<file path="src/rtl/key_pulse_gen_if.sv">
// Board pin bundle between the raw KEY/SW pins and the game logic.
// master drives the raw pins and LOCK; slave is the conditioner.
interface key_pulse_gen_if;
  logic [4:0] KEY;
  logic [6:0] SW;
  logic       LOCK;
  logic       READY;
  logic       QUE;
  logic       WRONG;
  logic       DEC;
  logic       CLR;
  logic [2:0] SEL;
  logic [1:0] JUDG;
  logic [1:0] HP;
  logic [4:0] KEY_HELD;

  modport master (
    output KEY, SW, LOCK,
    input  READY, QUE, WRONG, DEC, CLR,
    input  SEL, JUDG, HP, KEY_HELD
  );

  modport slave (
    input  KEY, SW, LOCK,
    output READY, QUE, WRONG, DEC, CLR,
    output SEL, JUDG, HP, KEY_HELD
  );
endinterface

</file>
<file path="src/rtl/key_pulse_gen.sv">
// Pushbutton/switch conditioner: sync, debounce, one-cycle key pulses.
// Ports: CLK, RST (async low), pins (KEY/SW/LOCK in; pulses/levels out).
module key_pulse_gen #(
  parameter int DEB_CYCLES = 500000,
  parameter int CNT_W      = 19
) (
  input  logic            CLK,
  input  logic            RST,
  key_pulse_gen_if.slave  pins
);

  typedef enum logic [1:0] {
    IDLE      = 2'b00,
    ARMING    = 2'b01,
    HELD      = 2'b10,
    RELEASING = 2'b11
  } key_st_e;

  localparam logic [CNT_W-1:0] LAST =
    CNT_W'(DEB_CYCLES - 1);
  localparam logic [CNT_W-1:0] ONE = CNT_W'(1);
  // keys idle high, switches idle low
  localparam logic [11:0] SYNC_RST = 12'h01F;

  logic [11:0] sync1;
  logic [11:0] sync2;

  always_ff @(posedge CLK or negedge RST) begin
    if (!RST) begin
      sync1 <= SYNC_RST;
      sync2 <= SYNC_RST;
    end else begin
      sync1 <= {pins.SW, pins.KEY};
      sync2 <= sync1;
    end
  end

  // Key state bit 1 is the accepted level,
  // bit 0 marks a pending (counting) change.
  key_st_e          st_q   [5];
  key_st_e          st_d   [5];
  logic [CNT_W-1:0] kcnt_q [5];
  logic [CNT_W-1:0] kcnt_d [5];
  logic [4:0]       prs;
  logic [4:0]       same;
  logic [4:0]       done;
  logic [4:0]       acc_d;
  logic [4:0]       hit_q;
  logic [4:0]       pulse_q;
  logic [4:0]       held;

  assign prs = ~sync2[4:0];

  always_comb begin
    acc_d = '0;
    same  = '0;
    done  = '0;
    for (int i = 0; i < 5; i++) begin
      st_d[i]   = st_q[i];
      kcnt_d[i] = '0;
      same[i]   = prs[i] == st_q[i][1];
      done[i]   = !same[i] && kcnt_q[i] == LAST;
      unique case (1'b1)
        same[i]: begin
          st_d[i] = st_q[i][1] ? HELD : IDLE;
        end
        done[i]: begin
          st_d[i]  = prs[i] ? HELD : IDLE;
          acc_d[i] = prs[i];
        end
        default: begin
          kcnt_d[i] = kcnt_q[i] + ONE;
          st_d[i]   = st_q[i][1] ? RELEASING
                                 : ARMING;
        end
      endcase
    end
  end

  always_ff @(posedge CLK or negedge RST) begin
    if (!RST) begin
      for (int i = 0; i < 5; i++) begin
        st_q[i]   <= IDLE;
        kcnt_q[i] <= '0;
      end
      hit_q   <= '0;
      pulse_q <= '0;
    end else begin
      for (int i = 0; i < 5; i++) begin
        st_q[i]   <= st_d[i];
        kcnt_q[i] <= kcnt_d[i];
      end
      // hit_q marks the first HELD cycle;
      // LOCK is judged in that cycle.
      hit_q   <= acc_d;
      pulse_q <= hit_q & ~{5{pins.LOCK}};
    end
  end

  always_comb begin
    held = '0;
    for (int i = 0; i < 5; i++) begin
      held[i] = st_q[i] inside {HELD, RELEASING};
    end
  end

  logic [6:0]       sw_q;
  logic [CNT_W-1:0] scnt_q [7];

  always_ff @(posedge CLK or negedge RST) begin
    if (!RST) begin
      sw_q <= '0;
      for (int j = 0; j < 7; j++) begin
        scnt_q[j] <= '0;
      end
    end else begin
      for (int j = 0; j < 7; j++) begin
        if (sync2[5+j] == sw_q[j]) begin
          scnt_q[j] <= '0;
        end else if (scnt_q[j] == LAST) begin
          sw_q[j]   <= sync2[5+j];
          scnt_q[j] <= '0;
        end else begin
          scnt_q[j] <= scnt_q[j] + ONE;
        end
      end
    end
  end

  assign pins.READY    = pulse_q[0];
  assign pins.QUE      = pulse_q[1];
  assign pins.WRONG    = pulse_q[2];
  assign pins.DEC      = pulse_q[3];
  assign pins.CLR      = pulse_q[4];
  assign pins.KEY_HELD = held;
  assign pins.SEL      = sw_q[2:0];
  assign pins.JUDG     = sw_q[4:3];
  assign pins.HP       = sw_q[6:5];

endmodule

</file>
<file path="src/flat_wrapper.sv">
// flat-port wrapper written by rule: the top's interface ports become plain ports
module key_pulse_gen_flat 
#(
  parameter int DEB_CYCLES = 500000,
  parameter int CNT_W      = 19
)
  (CLK, RST, pins_KEY, pins_SW, pins_LOCK, pins_READY, pins_QUE, pins_WRONG, pins_DEC, pins_CLR, pins_SEL, pins_JUDG, pins_HP, pins_KEY_HELD);
  key_pulse_gen_if pins_i ();
  input  logic CLK;
  input  logic RST;
  input wire logic [$bits(pins_i.KEY)-1:0] pins_KEY;
  input wire logic [$bits(pins_i.SW)-1:0] pins_SW;
  input wire logic [$bits(pins_i.LOCK)-1:0] pins_LOCK;
  output wire logic [$bits(pins_i.READY)-1:0] pins_READY;
  output wire logic [$bits(pins_i.QUE)-1:0] pins_QUE;
  output wire logic [$bits(pins_i.WRONG)-1:0] pins_WRONG;
  output wire logic [$bits(pins_i.DEC)-1:0] pins_DEC;
  output wire logic [$bits(pins_i.CLR)-1:0] pins_CLR;
  output wire logic [$bits(pins_i.SEL)-1:0] pins_SEL;
  output wire logic [$bits(pins_i.JUDG)-1:0] pins_JUDG;
  output wire logic [$bits(pins_i.HP)-1:0] pins_HP;
  output wire logic [$bits(pins_i.KEY_HELD)-1:0] pins_KEY_HELD;
  assign pins_i.KEY = pins_KEY;
  assign pins_i.SW = pins_SW;
  assign pins_i.LOCK = pins_LOCK;
  assign pins_READY = pins_i.READY;
  assign pins_QUE = pins_i.QUE;
  assign pins_WRONG = pins_i.WRONG;
  assign pins_DEC = pins_i.DEC;
  assign pins_CLR = pins_i.CLR;
  assign pins_SEL = pins_i.SEL;
  assign pins_JUDG = pins_i.JUDG;
  assign pins_HP = pins_i.HP;
  assign pins_KEY_HELD = pins_i.KEY_HELD;
  key_pulse_gen #(.DEB_CYCLES(DEB_CYCLES), .CNT_W(CNT_W)) u_core (.CLK(CLK), .RST(RST), .pins(pins_i));
endmodule
</file>
<file path="config.mk">
export PLATFORM = sky130hd
export DESIGN_NAME = key_pulse_gen_flat
export DESIGN_NICKNAME = d
export VERILOG_FILES = /design/src/rtl/key_pulse_gen_if.sv /design/src/rtl/key_pulse_gen.sv /design/src/flat_wrapper.sv
export SDC_FILE = /design/constraint.sdc
export NUM_CORES = 1
export LEC_CHECK = 0
export BUFFER_PORTS_ARGS = -buffer_cell sky130_fd_sc_hd__buf_2
export CORE_MARGIN = 1
export CORE_UTILIZATION = 45
export CTS_CLUSTER_DIAMETER = 60
export DETAILED_ROUTE_END_ITERATION = 8
export GPL_TIMING_DRIVEN = 0
export PLACE_DENSITY = 0.71
export SYNTH_ARGS = -nofsm -noshare
export SYNTH_HDL_FRONTEND = slang
export SYNTH_SLANG_ARGS = --single-unit
</file>
<file path="constraint.sdc">
create_clock -name CLK -period 2.5 [get_ports CLK]
set_input_delay 0.375 -clock CLK [delete_from_list [all_inputs] [get_ports CLK]]
set_output_delay 0.375 -clock CLK [all_outputs]
set_load 0.005 [all_outputs]
</file>
==> results.md <==
- FF+latch count, synth: 274
- Share of cells above drive strength 1: 0.1059
- Reg2reg setup slack: 0.24 ns
- Fin nets: approximately 1,400
- Count leader, synth: dfrtp_1
- Initial antenna violation count: 0
- Worst Tran Pin Value: between 0.8 and 0.9 ns
- Post-synth top cells: 264 x dfrtp_1, 196 x nor2_1, 113 x xnor2_1, 86 x nand3_1, 69 x nand4_1
- Total grt overflow: 0
- Crit path launch type: flop
- Finished Core Util: 0.5331
- Critical Path End: u_core.scnt_q[113]$_DFF_PN0_
- Post-detail-place hpwl: 15.88 mm
- Final std cells w/o fill: 1,766
- Post-synth cell types: 51
- CP Capture Type: flop
- Min-Delay Path Class: input port to flop
- Source of the critical timing path: u_core.scnt_q[95]$_DFF_PN0_
- Critical Path RT: roughly 3.0 ns
- Cell area power density: 656.0 mW/mm²
- Sequential share of the synthesized area: 0.5289
- Synthesized area per cell: 10.10 µm²
- Gate Count Post-Synth: 1,286
- Initial Util: 0.4624
- Status: completed
- H-tree levels: 1
- Drt total wl: 24.30 mm
- Final hold violation count: 0
- CTS Sinks: 274
- Fillers: ~2,500
- Die ar.: 0.02954 mm²
- Pre-CTS setup slack: 0.01992 ns
- Port buffer count: 31
- Max transition margin: 0.4158
- DP Area: roughly 0.014 mm²
- Post-synth top area share: 0.5087
- Inst Count DP: 1,697
- Register area: 0.006869 mm²
- DRT iter0 DRCs: 545
- Setup CP Type: flop to flop
- GRT Util Overall: 0.1700
- MaxCap Viol Count: 0
- R2r startpoint: u_core.scnt_q[95]$_DFF_PN0_
- Worst Hold Margin: 0.1133 ns
- TNS Setup: 0 ns
- Maximum operating frequency: approximately 440 MHz
- DR pass1 iterations: 5
- FF-to-FF End: u_core.scnt_q[113]$_DFF_PN0_
- Num rows: 61
- Setup Fix Bufs, Post-CTS: 0
- Layout Skew: 0.01075 ns
- Tcrit/Tclk final: 0.9056
- Static leakage: between 5 and 6 nW
- Multi-input logic area: 0.005869 mm²
- Vias: 9,613
- Layout area overhead: 15.30%
- Worst Min Path Start: pins_LOCK
- Setup violators final: 0
- Max clock buf depth: 3
- Post-synth ARST share: 1.000
- Routed Antenna Nets: 0
- Post-layout min period: approximately 2.3 ns
- IO Pins: 32
- First-pass GRT wire length: 42.35 mm
- Num CTS Buffers: 30
- Maximum VDD drop: 0.6897 mV
- Reg2reg path depth: 5
- Final setup margin: 0.2359 ns
- Power Total: 9.824 mW
- Die H: 171.9 µm
- Yosys Warn Count: 0
- Cell taking the most area after synthesis: dfrtp_1
- Clk slew on worst S/H paths: 0.06 ns
- Mapped Nets: 1,313
- Unrepaired setup endpoints after global routing: no
- Routed wire per std cell: around 14 µm
- Largest net degree at the start of global routing: 115
- CTS tree: yes
- Critical Path Fanout Max: 9
- Number of synthesized flops with an enable pin: 0
- DIE WIDTH: 171.9 µm
- Final GP Congestion: approximately 0.84
- Vias in the first global route: ~9,200
- Synth top area cells: dfrtp_1 51%, xnor2_1 7.6%, nor2_1 5.7%, xor2_1 3.7%, nand4_1 3.3%
- Vias per cell: 5.443
- Later-pin clock latency in the skew report: 0.55 ns
- Critical path arrival: 2.73 ns
- Number of remaining DRC errors: 0
- Slew Limit Fails: 0
- Fin area: 0.01497 mm²
- Antenna Cells: 0
- CTS Root Cell: clkbuf_16
- Most common flop cell mapped by yosys: dfrtp_1
- Netlist Area Pre-Place: roughly 0.013 mm²
- Core ar.: 0.02809 mm²
-- power by group --
group / switching, mW / internal, mW
Sequential: 0.0653 / 4.51
Combinational: 0.198 / 0.102
Clock: 1.78 / 3.17
-- state kept, by name, indices dropped and copies added, names as in the netlist --
name,cells
u_core.sync1,12
u_core.kcnt_q,95
u_core.sync2,12
u_core.sw_q,7
u_core.scnt_q,133
u_core.hit_q,5
u_core.st_q,5
u_core.pulse_q,5
-- what timing repair did --
item,4_1_cts,5_1_grt
hold endpoints to repair,75,0
endpoints found under the setup margin,0,56
hold buffers,13,0
resized for setup,0,6
-- area by class of cell --
class	count	share of cell area
buffer	33	0.01019
timing repair buffer	46	0.02340
tap	378	0.03158
clock buffer	38	0.05556
sequential	274	0.4587
multi-input combinational	944	0.3920
clock inverter	18	0.01980
inverter	35	0.008773
-- critical path: stages, from the launching register on --
cell	delay, ns
dfrtp_1	0.41
ha_1	0.23
nand4_1	0.41
or4_1	0.66
or3_1	0.32
a21oi_1	0.15
-- kinds of logic (layout without fill, tap and decap cells) --
family | Yosys count | count (layout) | synth area share
mux | 9 | 9 | 0.007611
simple gates | 642 | 642 | 0.2599
compound gates | 113 | 113 | 0.05684
buf+inv | 68 | 170 | 0.02187
flops | 274 | 274 | 0.5289
fa+ha+maj | 12 | 12 | 0.01156
xor+xnor | 168 | 168 | 0.1133
-- cells in the final DEF, fill, tap and decap left out, types with 6 or more instances in the layout --
cell type	Yosys	layout
xor2_1	55	55
buf_2	5	35
inv_1	35	35
nand3b_1	6	6
o31ai_1	17	17
ha_1	12	12
nand2_1	67	67
or4_1	20	20
or3_1	24	24
o21ai_0	30	30
nor2_1	196	196
and2_1	9	9
or2_2	13	13
clkinv_2	0	8
nand4_1	69	69
dfstp_2	10	10
nor4_1	43	43
nor4b_1	12	12
and3_1	12	12
a21oi_1	46	46
nor3_1	42	42
clkbuf_16	0	31
bufinv_16	0	8
mux2_2	7	7
and4_1	20	20
dfrtp_1	264	264
clkbuf_1	24	28
nand3_1	86	86
xnor2_1	113	113
dlygate4sd3_1	0	13
-- worst min path at each step --
stage | end | slack [ns] | depth (start not counted)
3_5_place_dp | u_core.sync2[10]$_DFF_PN0_ | 0.33 | 0
5_1_grt | u_core.pulse_q[3]$_DFF_PN0_ | 0.10 | 2
4_1_cts | u_core.pulse_q[3]$_DFF_PN0_ | 0.09 | 2
3_3_place_gp | u_core.sync2[10]$_DFF_PN0_ | 0.33 | 0
2_1_floorplan | u_core.hit_q[0]$_DFF_PN0_ | 0.08 | 0
6_report | u_core.pulse_q[3]$_DFF_PN0_ | 0.11 | 2
-- layer usage --
metal / vias up / track usage / routed length, µm
met3: 34 / 0.02770 / 845
met1: 4705 / 0.2303 / 11690
met5: - / 0 / 0
li1: 4735 / - / -
met4: 0 / 0.04848 / 474
met2: 139 / 0.2810 / 11290
No activity file was read; power rests on OpenSTA's default activity.
